`src/rtl/alu_pkg.sv`:
```
// alu_pkg: shared FSM encoding, nibble width and 1-bit full-adder cell for the serial ALU blocks.
package alu_pkg;
    localparam int NIBBLE = 4;
    typedef enum logic [1:0] {IDLE = 2'd0, BUSY = 2'd1, DONE = 2'd2} state_t;
    // Returns {carry_out, sum}.
    function automatic logic [1:0] full_add(input logic x, input logic y, input logic ci);
        return {(x & y) | (ci & (x ^ y)), x ^ y ^ ci};
    endfunction
endpackage

```
`src/rtl/sub_nibble4.sv`:
```
// sub_nibble4: combinational 4-bit slice computing a + ~b + cin from chained full-adder cells.
module sub_nibble4
    import alu_pkg::*;
(
    input  logic [3:0] a,
    input  logic [3:0] b,
    input  logic       cin,
    output logic [3:0] sum,
    output logic       cout
);
    logic [4:0] c;
    assign c[0] = cin;
    for (genvar i = 0; i < 4; i++) begin : g_fa
        assign {c[i+1], sum[i]} = full_add(a[i], ~b[i], c[i]);
    end
    assign cout = c[4];
endmodule

```
`src/rtl/serial_sub64.sv`:
```
// serial_sub64: nibble-serial unsigned subtractor, one nibble per cycle, LSB first.
// Optional result flags (zero/negative/overflow) enabled by defining SERIAL_SUB_FLAGS_EN.
module serial_sub64
    import alu_pkg::*;
#(
    parameter int WIDTH = 64
) (
    input  logic             clk,
    input  logic             rst_n,
    input  logic             start,
    input  logic [WIDTH-1:0] a,
    input  logic [WIDTH-1:0] b,
    output logic             busy,
    output logic             done,
    output logic [WIDTH-1:0] diff,
    output logic             borrow_out,
    output logic             zero,
    output logic             negative,
    output logic             overflow
);
    localparam int NN = WIDTH / NIBBLE;
    localparam int CW = $clog2(NN);

    state_t           state_q, state_d;
    logic [CW-1:0]    cnt_q, cnt_d;
    logic [WIDTH-1:0] a_q, a_d, b_q, b_d, diff_q, diff_d;
    logic             cin_q, cin_d, borrow_q, borrow_d;
    logic             busy_q, busy_d, done_q, done_d;
    logic [3:0]       sum;
    logic             cout;
    logic             last;

    sub_nibble4 u_nib (
        .a   (a_q[3:0]),
        .b   (b_q[3:0]),
        .cin (cin_q),
        .sum (sum),
        .cout(cout)
    );

    assign last = (cnt_q == CW'(NN - 1));

    always_comb begin
        state_d  = state_q;
        cnt_d    = cnt_q;
        a_d      = a_q;
        b_d      = b_q;
        diff_d   = diff_q;
        cin_d    = cin_q;
        borrow_d = borrow_q;
        busy_d   = 1'b0;
        done_d   = 1'b0;
        case (state_q)
            IDLE, DONE: begin
                state_d = start ? BUSY : IDLE;
                if (start) begin
                    a_d    = a;
                    b_d    = b;
                    cnt_d  = '0;
                    cin_d  = 1'b1;
                    busy_d = 1'b1;
                end
            end
            BUSY: begin
                // Operands drain from the LSB end while results fill from the MSB end.
                a_d    = a_q >> NIBBLE;
                b_d    = b_q >> NIBBLE;
                diff_d = {sum, diff_q[WIDTH-1:NIBBLE]};
                cin_d  = cout;
                cnt_d  = cnt_q + 1'b1;
                busy_d = !last;
                done_d = last;
                if (last) begin
                    state_d  = DONE;
                    borrow_d = ~cout;
                end
            end
            default: state_d = IDLE;
        endcase
    end

    always_ff @(posedge clk) begin
        if (!rst_n) begin
            state_q  <= IDLE;
            cnt_q    <= '0;
            a_q      <= '0;
            b_q      <= '0;
            diff_q   <= '0;
            cin_q    <= 1'b0;
            borrow_q <= 1'b0;
            busy_q   <= 1'b0;
            done_q   <= 1'b0;
        end else begin
            state_q  <= state_d;
            cnt_q    <= cnt_d;
            a_q      <= a_d;
            b_q      <= b_d;
            diff_q   <= diff_d;
            cin_q    <= cin_d;
            borrow_q <= borrow_d;
            busy_q   <= busy_d;
            done_q   <= done_d;
        end
    end

`ifdef SERIAL_SUB_FLAGS_EN
    logic zero_q, zero_d, negative_q, negative_d, overflow_q, overflow_d;

    // On the last nibble a_q[3]/b_q[3] hold the original operand sign bits.
    always_comb begin
        zero_d     = zero_q;
        negative_d = negative_q;
        overflow_d = overflow_q;
        if (state_q == BUSY && last) begin
            zero_d     = (diff_d == '0);
            negative_d = sum[3];
            overflow_d = (a_q[3] != b_q[3]) && (sum[3] != a_q[3]);
        end
    end

    always_ff @(posedge clk) begin
        if (!rst_n) begin
            zero_q     <= 1'b0;
            negative_q <= 1'b0;
            overflow_q <= 1'b0;
        end else begin
            zero_q     <= zero_d;
            negative_q <= negative_d;
            overflow_q <= overflow_d;
        end
    end

    assign zero     = zero_q;
    assign negative = negative_q;
    assign overflow = overflow_q;
`else
    assign zero     = 1'b0;
    assign negative = 1'b0;
    assign overflow = 1'b0;
`endif

    assign busy       = busy_q;
    assign done       = done_q;
    assign diff       = diff_q;
    assign borrow_out = borrow_q;
endmodule
```
`config.mk`:
```
export PLATFORM = sky130hd
export DESIGN_NAME = serial_sub64
export DESIGN_NICKNAME = d
export VERILOG_FILES = /design/src/rtl/alu_pkg.sv /design/src/rtl/sub_nibble4.sv /design/src/rtl/serial_sub64.sv
export SDC_FILE = /design/constraint.sdc
export NUM_CORES = 1
export LEC_CHECK = 0
export ABC_AREA = 1
export CORE_MARGIN = 4
export CORE_UTILIZATION = 45
export DETAILED_ROUTE_END_ITERATION = 12
export PLACE_DENSITY_LB_ADDON = 0.2
export SETUP_SLACK_MARGIN = 0.4
export SLEW_MARGIN = 20
export SYNTH_ARGS = -nofsm -noshare
export SYNTH_HDL_FRONTEND = slang
export SYNTH_SLANG_ARGS = --single-unit
```
`constraint.sdc`:
```
create_clock -name clk -period 2.6 [get_ports clk]
set_input_delay 0.26 -clock clk [delete_from_list [all_inputs] [get_ports clk]]
set_output_delay 0.26 -clock clk [all_outputs]
set_load 0.1 [all_outputs]
```
==> flow_summary.json, run 1 <==
{
  "final.fill_count": 1975,
  "finalSetupViolCount": 0,
  "pwr-share-clk": 0.347,
  "vias_per_cell": 5.225,
  "htreeDepth": 1,
  "yosysWarningCount": 0,
  "routed_wl_mm": 25.13,
  "wl_per_cell_um": 14.66,
  "synth_area_um2": 9344,
  "row_count": 52,
  "regArea_um2": 4048,
  "drc": 0,
  "finalHoldViolations": 0,
  "crit_required_ns": 3.04,
  "overflow": 0,
  "place_area_um2": 10970,
  "crit_chain": "inv_1 > fa_1 > inv_1 > fa_1 > fa_1 > fa_1 > nand2_1 > nand2_1 > nor2_1",
  "rsz0062_at_grt": "false",
  "p_int_mw": 5.522,
  "critical_path_class": "flop to flop",
  "ioPinCount": 201,
  "cap_violations": 0,
  "cts-root-buf": "clkbuf_16",
  "grt_pass1_wl_mm": 41.03,
  "syn_inst": 1312,
  "path_buf_inv": 2,
  "swShare": 0.3272,
  "period_share": 0.7737,
  "die_area_um2": 23130,
  "numCtsBuffers": 22,
  "cp_top_family": "adder cells",
  "status": "complete, no violations",
  "drt_iter0_drc": 630,
  "final.setup.tns_ns": 0,
  "slew-limit-headroom": 0.4771,
  "drv_slew": 0,
  "area_delta_synth_final_pct": 24.40,
  "reg2reg_depth": 9,
  "power.density_nw_per_um2": 706.2,
  "num_antenna_cells": 0,
  "slowest_stage": "fa_1",
  "min_from": "rst_n",
  "hold_slack_ns": 0.2532,
  "track_usage": 0.2040,
  "synth_cell_type_count": 24,
  "max_freq_mhz": 497.1,
  "fp.coreArea_um2": 20300,
  "crit_top_cell": "fa_1",
  "path_max_fanout": 2,
  "postRouteAntennaNets": 0,
  "r2r_setup_slack_ns": 0.59,
  "nets": 1567,
  "pwr-share-comb": 0.228,
  "die_x_um": 152.1,
  "grt_max_degree": 121,
  "gp_congestion": 0.7774,
  "crit_path_end_kind": "flop",
  "startpoint_type": "flop",
  "drive_gt1_frac": 0.08657,
  "seqPwrFrac": 0.426,
  "clk_pin_slew_worst_paths_ns": 0.06,
  "vias": 8956,
  "cts_sinks": 202,
  "postCtsSetupBuffers": 0,
  "p_leak_nw": 4.948,
  "min_to": "state_q[1]",
  "peakVddDrop_mv": 0.3539,
  "antenna_found_initial": 0,
  "fin_skew_ns": 0.01003,
  "insertion_delay_ns": 0.51,
  "yosysSeqAreaShare": 0.4328,
  "dieHeight_um": 152.1,
  "worst_pin_slew_ns": 0.7843,
  "fin_area_um2": 11620,
  "mostFrequentLayoutCells": "373 x nand3_1, 201 x dfxtp_1, 139 x nand2_1, 136 x a21oi_1, 132 x nor2_1",
  "cts_buffer_depth": 3,
  "portBuffers": 197,
  "avgSynthCellArea_um2": 7.122,
  "timing.rr.end": "cin_q",
  "start_util": 0.4603,
  "final_common_cell": "nand3_1",
  "fin_util": 0.5726,
  "period_minus_slack_ns": 2.012,
  "drt-pass1-iter-count": 7,
  "power.switching_mw": 2.686,
  "hp-class": "input pin to flop",
  "cp.arrival_ns": 2.45,
  "cp_num_cells": 9,
  "grt_pass1_vias": 8103,
  "rr_startpoint": "b_q[0]",
  "hpwlAfterDp_mm": 15.38,
  "max_stage_delay_ns": 0.39,
  "hold_depth": 3,
  "multi_input_area_um2": 4068,
  "cts_tree": "yes",
  "yosys_register_bits": 202
}
==> worst max-delay path by stage <==
stage	from	end	slack, ns
3_5_place_dp	state_q[0]	b_q[18]	0.58
4_1_cts	state_q[0]	b_q[25]	0.54
3_3_place_gp	state_q[0]	b_q[6]	0.59
2_1_floorplan	b_q[0]	diff[63]	0.66
5_1_grt	b_q[0]	cin_q	0.44
6_report	b_q[0]	cin_q	0.59
==> final cells by class <==
| class | count | area share |
|---|---|---|
| inverter | 131 | 0.04316 |
| timing repair buffer | 215 | 0.1741 |
| multi-input combinational | 859 | 0.3499 |
| clock inverter | 6 | 0.003552 |
| sequential | 202 | 0.3482 |
| clock buffer | 31 | 0.05199 |
| tap | 270 | 0.02906 |
==> logic make-up (layout without fill, tap and decap cells) <==
kind of cell,count (synthesis),after routing,share of synthesized area
and+or+nand+nor,649,649,0.3145
buffers and inverters,253,383,0.1342
AOI/OAI and AO/OA,202,202,0.1082
DFF,202,202,0.4328
adders and majority gates,5,5,0.009909
other,1,3,0.0004013
==> worst register-to-register path, stage by stage, from the launching register on <==
cell and delay [ns]:
dfxtp_1 0.31, inv_1 0.07, fa_1 0.16, inv_1 0.05, fa_1 0.37, fa_1 0.38
fa_1 0.39, nand2_1 0.08, nand2_1 0.05, nor2_1 0.11
==> stage by stage <==
stage               worst slack, ns  power, mW  instances
CTS                          0.5433      8.276       1714
floorplan                    0.6588      4.944       1314
global placement             0.5919      5.412       1677
detailed placement           0.5833      5.430       1677
finish                       0.5884      8.208       1714
global route                 0.4411      8.596       1714
==> flip-flops by register name (all words and copies together), names as in the netlist <==
register	count
a_q	64
b_q	64
diff	64
cnt_q	4
state_q	2
borrow_out	1
busy	1
cin_q	1
done	1
==> synthesized netlist by cell type <==
cell type	count	area [um^2]
inv_2	2	7.510
nor2_2	1	6.260
o21ai_0	60	300.3
nand2_4	1	11.26
buf_4	15	112.6
conb_1	1	3.750
ha_1	1	12.51
nand3_1	373	1867
nand2_1	139	521.8
nand4_1	1	6.260
nand2_8	1	20.02
buf_6	19	214.0
a21oi_1	136	680.7
nor2_4	1	11.26
clkbuf_1	23	86.33
fa_1	4	80.08
inv_1	128	480.5
o21ai_1	6	30.03
inv_6	1	8.760
dfxtp_1	202	4044
buf_8	2	30.03
buf_2	62	310.3
nor2_1	132	495.5
buf_1	1	3.750
==> what timing repair did <==
action / in CTS / in global routing
gates resized for setup: 0 / 1
setup endpoints to repair: 0 / 12
endpoints found under the hold margin: 0 / 0
hold buffers: 0 / 0
==> per-layer routing <==
metal	wire (um)	global-route usage	vias to the layer above
met3	1523	0.03555	39
met5	0	0	-
met4	514	0.05736	0
met2	11490	0.3103	297
met1	11600	0.2986	4078
li1	-	-	4542
==> power by group through the flow <==
stage / logic (mW) / clock network [mW] / registers, mW
6_report: 1.87 / 2.85 / 3.49
5_1_grt: 2.03 / 3.05 / 3.52
4_1_cts: 1.88 / 2.90 / 3.49
3_5_place_dp: 1.87 / 0 / 3.56
3_3_place_gp: 1.86 / 0 / 3.55
2_1_floorplan: 0.815 / 0 / 4.13
Note: power is estimated with default switching activity, not from simulation.
==> inputs of run 2 (changes only) <==
- clock period: 2.6 -> 2.1 ns (I/O delays scaled with it)
==> run 2 against run 1 <==
Compared with the run above: global-route usage decreased by 0.51 points; sequential power increased by 23%; first-iteration DRC count decreased by 7.0%; count of clock-buffer cells in the layout increased by 1; maximum frequency increased by 2.6%; setup slack got worse by 0.45 ns; total power increased by 27%; cell count increased by 0.12%; largest power group unchanged.
==> flow_summary.json, run 2 (synthesized netlist as in run 1, its figures left out) <==
{
  "status": "complete, no violations",
  "routed_wl_mm": 24.68,
  "path_buf_inv": 2,
  "grt_max_degree": 121,
  "die_area_um2": 23130,
  "cts_buffer_depth": 3,
  "worst_pin_slew_ns": 0.6126,
  "postRouteAntennaNets": 0,
  "period_minus_slack_ns": 1.960,
  "hold_buffers": 0,
  "slowest_stage": "fa_2",
  "num_antenna_cells": 0,
  "fin_skew_ns": 0.008221,
  "crit_chain": "inv_2 > fa_2 > inv_2 > fa_2 > fa_2 > fa_2 > a21oi_2",
  "startpoint_type": "flop",
  "crit_top_cell": "fa_2",
  "vias_per_cell": 5.266,
  "area_delta_synth_final_pct": 25.39,
  "gp_congestion": 0.7898,
  "rsz0062_at_grt": "true",
  "p_leak_nw": 4.986,
  "finalHoldViolations": 0,
  "period_share": 0.9334,
  "clk_pin_slew_worst_paths_ns": 0.06,
  "wl_per_cell_um": 14.38,
  "hpwlAfterDp_mm": 15.11,
  "ioPinCount": 201,
  "grt_pass1_vias": 8092,
  "critical_path_class": "flop to flop",
  "cts_tree": "yes",
  "crit_required_ns": 2.48,
  "grt_pass1_wl_mm": 40.43,
  "placedCellCount": 1677,
  "path_max_fanout": 2,
  "peakVddDrop_mv": 0.4902,
  "antenna_found_initial": 1,
  "dieHeight_um": 152.1,
  "vias": 9037,
  "postCtsSetupBuffers": 0,
  "cp_top_family": "adder cells",
  "nets": 1567,
  "power.density_nw_per_um2": 889.8,
  "mostFrequentLayoutCells": "373 x nand3_1, 199 x dfxtp_1, 139 x nand2_1, 135 x a21oi_1, 132 x nor2_1",
  "portBuffers": 197,
  "row_count": 52,
  "fp.coreArea_um2": 20300,
  "overflow": 0,
  "die_x_um": 152.1,
  "start_util": 0.4603,
  "htreeDepth": 1,
  "drc": 0,
  "drt-pass1-iter-count": 5,
  "max_freq_mhz": 510.2,
  "drt_iter0_drc": 586,
  "layoutNonFillerInstCount": 1716,
  "slew-limit-headroom": 0.5916,
  "final.setup.tns_ns": 0,
  "hold_slack_ns": 0.1449,
  "drive_gt1_frac": 0.09544,
  "hp-class": "input pin to flop",
  "drv_slew": 0,
  "cts-root-buf": "clkbuf_16",
  "finalSetupViolCount": 0,
  "max_stage_delay_ns": 0.53,
  "power_mw": 10.43,
  "cp.arrival_ns": 2.34,
  "final_common_cell": "nand3_1",
  "insertion_delay_ns": 0.50,
  "track_usage": 0.1989,
  "cts_sinks": 202,
  "cap_violations": 0,
  "crit_path_end_kind": "flop",
  "numCtsBuffers": 22
}
run 2: cell count changes in the layout (fill, tap and decap cells not counted), moves of 2 or more:
cell,previous run,this run
inv_1,128,126
inv_2,0,2
dfxtp_2,0,2
fa_1,4,0
dfxtp_1,201,199
clkbuf_1,7,5
clkbuf_8,2,4
fa_2,0,4
run 2: area by class of cell:
cell class / instances / area, um^2
sequential: 202 / 4050
clock buffer: 32 / 649.4
clock inverter: 7 / 60.06
inverter: 131 / 501.7
fill: 1973 / 8583
tap: 270 / 337.8
timing repair buffer: 215 / 2036
multi-input combinational: 859 / 4081
run 2: metal layers:
metal / global-route usage / wire (um) / vias up
met5: 0 / 12 / -
met4: 0.03896 / 399 / 2
met3: 0.03840 / 1610 / 31
met2: 0.3169 / 11440 / 295
met1: 0.2838 / 11220 / 4173
li1: - / - / 4536
run 2: path summary, 6_finish.rpt:
kind          start  endpoint  slack (ns)  cells after the start
max          b_q[0]  diff[63]        0.14                      7
max reg2reg  b_q[0]  diff[63]        0.14                      7
min reg2reg  a_q[5]    a_q[5]        0.48                      2
min           rst_n   diff[3]        0.14                      3
run 2: power by group:
group | total, mW | leakage [nW] | internal (mW) | switching [mW]
clock | 3.78 | 0.356 | 2.26 | 1.52
combinational | 2.34 | 2.97 | 0.722 | 1.62
sequential | 4.31 | 1.66 | 4.13 | 0.184
total | 10.4 | 4.99 | 7.11 | 3.32
run 2: repair_timing:
action,4_1_cts,5_1_grt
pin swaps,0,2
gates resized for setup,5,3
endpoints found under the setup margin,3,12
run 2: worst min-delay path, delay by kind of cell:
kind | cells | cell delay (ns)
buffers and inverters | 1 | 0.22
AO/OA/AOI/OAI | 1 | 0.12
AND/OR/NAND/NOR | 1 | 0.04
run 2: stage by stage:
stage | instance area [um^2] | setup slack [ns] | util
after floorplan | 9356 | 0.2417 | -
after global placement | 10990 | 0.1953 | 0.5415
after global routing | 11720 | 0.09648 | 0.5772
after CTS | 11710 | 0.1478 | 0.5767
final | 11720 | 0.1399 | 0.5772
after detailed placement | 10990 | 0.1594 | 0.5415
==> inputs of run 3 (changes only) <==
- ABC_AREA: 1 -> 0
- CTS_BUF_LIST: default -> sky130_fd_sc_hd__clkbuf_8
- PLACE_DENSITY_LB_ADDON: 0.2 -> 0.1
==> run 3 against run 2 <==
Compared with the run above: setup slack worse by 0.056 ns; register-to-register slack worse by 0.06 ns; synthesized area down 5.5%; maximum frequency down 2.8%; routed wire length down 10%; synthesized cell count down 30%; critical endpoint unchanged; non-clock buffer count up 5.
==> flow_summary.json, run 3 <==
{
  "status": "complete, no violations",
  "overflow": 0,
  "cts_tree": "yes",
  "row_count": 50,
  "area_delta_synth_final_pct": 29.24,
  "max_freq_mhz": 496.1,
  "wl_per_cell_um": 16.20,
  "p_leak_nw": 3.861,
  "synthArstFlopShare": 0,
  "gp_congestion": 0.7931,
  "drt_iter0_drc": 286,
  "track_usage": 0.1929,
  "start_util": 0.4641,
  "yosysWarningCount": 0,
  "synth_edf_count": 0,
  "path_max_fanout": 2,
  "startpoint_type": "flop",
  "drc": 0,
  "peakVddDrop_mv": 0.4769,
  "postRouteAntennaNets": 0,
  "die_x_um": 148.1,
  "r2r_setup_slack_ns": 0.08,
  "routed_wl_mm": 22.09,
  "synth_top_area_frac": 0.4581,
  "use_met3": 0.04936,
  "fp.coreArea_um2": 19020,
  "htreeDepth": 2,
  "power.density_nw_per_um2": 813.1,
  "period_share": 0.9599,
  "avgSynthCellArea_um2": 9.658,
  "reg2reg_depth": 6,
  "final.fill_count": 1752,
  "yosysMostFrequentCell": "dfxtp_1",
  "antenna_found_initial": 0,
  "ioPinCount": 201,
  "netlist_top_cells_count": "202 x dfxtp_1, 133 x nand2_1, 132 x nand3_1",
  "cp.arrival_ns": 2.39,
  "drive_gt1_frac": 0.3007,
  "power_mw": 9.276,
  "rr_startpoint": "a_q[0]",
  "syn_inst": 914,
  "use_met2": 0.3028,
  "grtUsageMet1": 0.2631,
  "cts_buffer_depth": 3,
  "insertion_delay_ns": 0.51,
  "timing.rr.end": "diff[63]",
  "num_antenna_cells": 0,
  "hold_depth": 3,
  "top_usage_layer": "met2",
  "crit_path_end": "diff[63]",
  "portBuffers": 197,
  "rsz0062_at_grt": "true",
  "finalHoldViolations": 0,
  "synthTopCellsByArea": "dfxtp_1 46%, a22oi_2 14%, nand3_1 7.5%",
  "grt_max_degree": 65,
  "cts_sinks": 202,
  "fin_skew_ns": 0.02383,
  "numCtsBuffers": 37,
  "dieHeight_um": 148.1,
  "synth_area_um2": 8827,
  "crit_required_ns": 2.47,
  "cp-startpoint": "a_q[0]",
  "cts-root-buf": "clkbuf_8",
  "mostFrequentLayoutCells": "201 x dfxtp_1, 133 x nand2_1, 132 x nand3_1, 130 x clkdlybuf4s50_1, 118 x a21oi_1",
  "synth_cell_type_count": 30,
  "grt_pass1_wl_mm": 35.43,
  "vias": 7239,
  "vias_per_cell": 5.307,
  "period_minus_slack_ns": 2.016,
  "finalSetupViolCount": 0,
  "nets": 1213,
  "final_common_cell": "dfxtp_1",
  "crit_path_end_kind": "flop",
  "postCtsSetupBuffers": 0,
  "final.setup.tns_ns": 0,
  "clk_pin_slew_worst_paths_ns": 0.06,
  "yosysTopAreaCell": "dfxtp_1",
  "die_area_um2": 21920,
  "cap_violations": 0,
  "hp-class": "input pin to flop",
  "hold_buffers": 0,
  "fin_util": 0.5999,
  "critical_path_class": "flop to flop",
  "drv_slew": 0,
  "hpwlAfterDp_mm": 13.94,
  "drt-pass1-iter-count": 5,
  "yosysSeqAreaShare": 0.4581,
  "synth_ff_type": "dfxtp_1",
  "yosys_register_bits": 202,
  "grt_pass1_vias": 6946
}
[run 3: cell types whose count changed in the layout (fill, tap and decap cells not counted), sizes merged, moves of 3 or more]
cell	previous run	this run
nand2	141	133
nand3	373	132
clkbuf	32	44
nand2b	0	5
a21oi	136	194
inv	131	19
nor2	134	5
a211oi	0	3
a22oi	0	120
buf	87	90
o21ai	66	0
[run 3: timing repair]
| item | in CTS | in global routing |
|---|---|---|
| pin swaps | 0 | 1 |
| resized for setup | 2 | 6 |
| endpoints found under the setup margin | 4 | 6 |
[run 3: worst min-delay path by stage]
stage	from	endpoint	slack (ns)
2_1_floorplan	a[60]	a_q[60]	0.35
3_3_place_gp	diff[0]	diff[0]	0.45
3_5_place_dp	diff[2]	diff[2]	0.45
4_1_cts	a[61]	a_q[61]	0.20
5_1_grt	a[61]	a_q[61]	0.22
6_report	a[61]	a_q[61]	0.25
[run 3: cells by family (layout without fill, tap and decap cells)]
family,Yosys count,in the layout,synth area share
AO/OA/AOI/OAI,321,321,0.3074
adder cells (fa/ha/maj),5,5,0.01049
buffers and inverters,104,292,0.08164
multiplexers,1,1,0.001134
flip-flops,202,202,0.4581
AND/OR/NAND/NOR,280,280,0.1408
other,1,3,0.0004248
[run 3: cell type report]
class	instances	area, um^2	share of cell area
Clock buffer	44	605.6	0.05308
Clock inverter	22	121.4	0.01064
Inverter	6	30.03	0.002632
Multi-Input combinational cell	610	4114	0.3606
Sequential cell	202	4045	0.3546
Tap cell	260	325.3	0.02852
Timing Repair Buffer	220	2167	0.1900
[run 3: per-layer routing]
layer,wire (um),share of wire
met1,9737,0.44
met2,10510,0.48
met3,1431,0.065
met4,410,0.019
met5,0,0
[run 3: critical path: stages, from the launching register on]
cell	delay [ns]
dfxtp_1	0.35
fa_1	0.17
inv_1	0.05
fa_2	0.34
fa_2	0.35
fa_2	0.54
a211oi_2	0.06
[run 3: where the power goes]
part / switching [mW] / total (mW) / internal, mW / leakage (nW)
clock: 1.61 / 3.64 / 2.03 / 0.427
sequential: 0.131 / 4.16 / 4.03 / 1.65
combinational: 0.832 / 1.48 / 0.643 / 1.78
[run 3: metrics by stage]
step / hold slack [ns] / instances / area [um^2] / worst slack (ns)
4_1_cts: 0.2026 / 1364 / 11380 / 0.09992
5_1_grt: 0.2183 / 1364 / 11410 / 0.01598
6_report: 0.2465 / 1364 / 11410 / 0.08412
3_3_place_gp: 0.4455 / 1298 / 10650 / 0.1555
2_1_floorplan: 0.3460 / 916 / 8840 / 0.2018
3_5_place_dp: 0.4481 / 1298 / 10650 / 0.1106
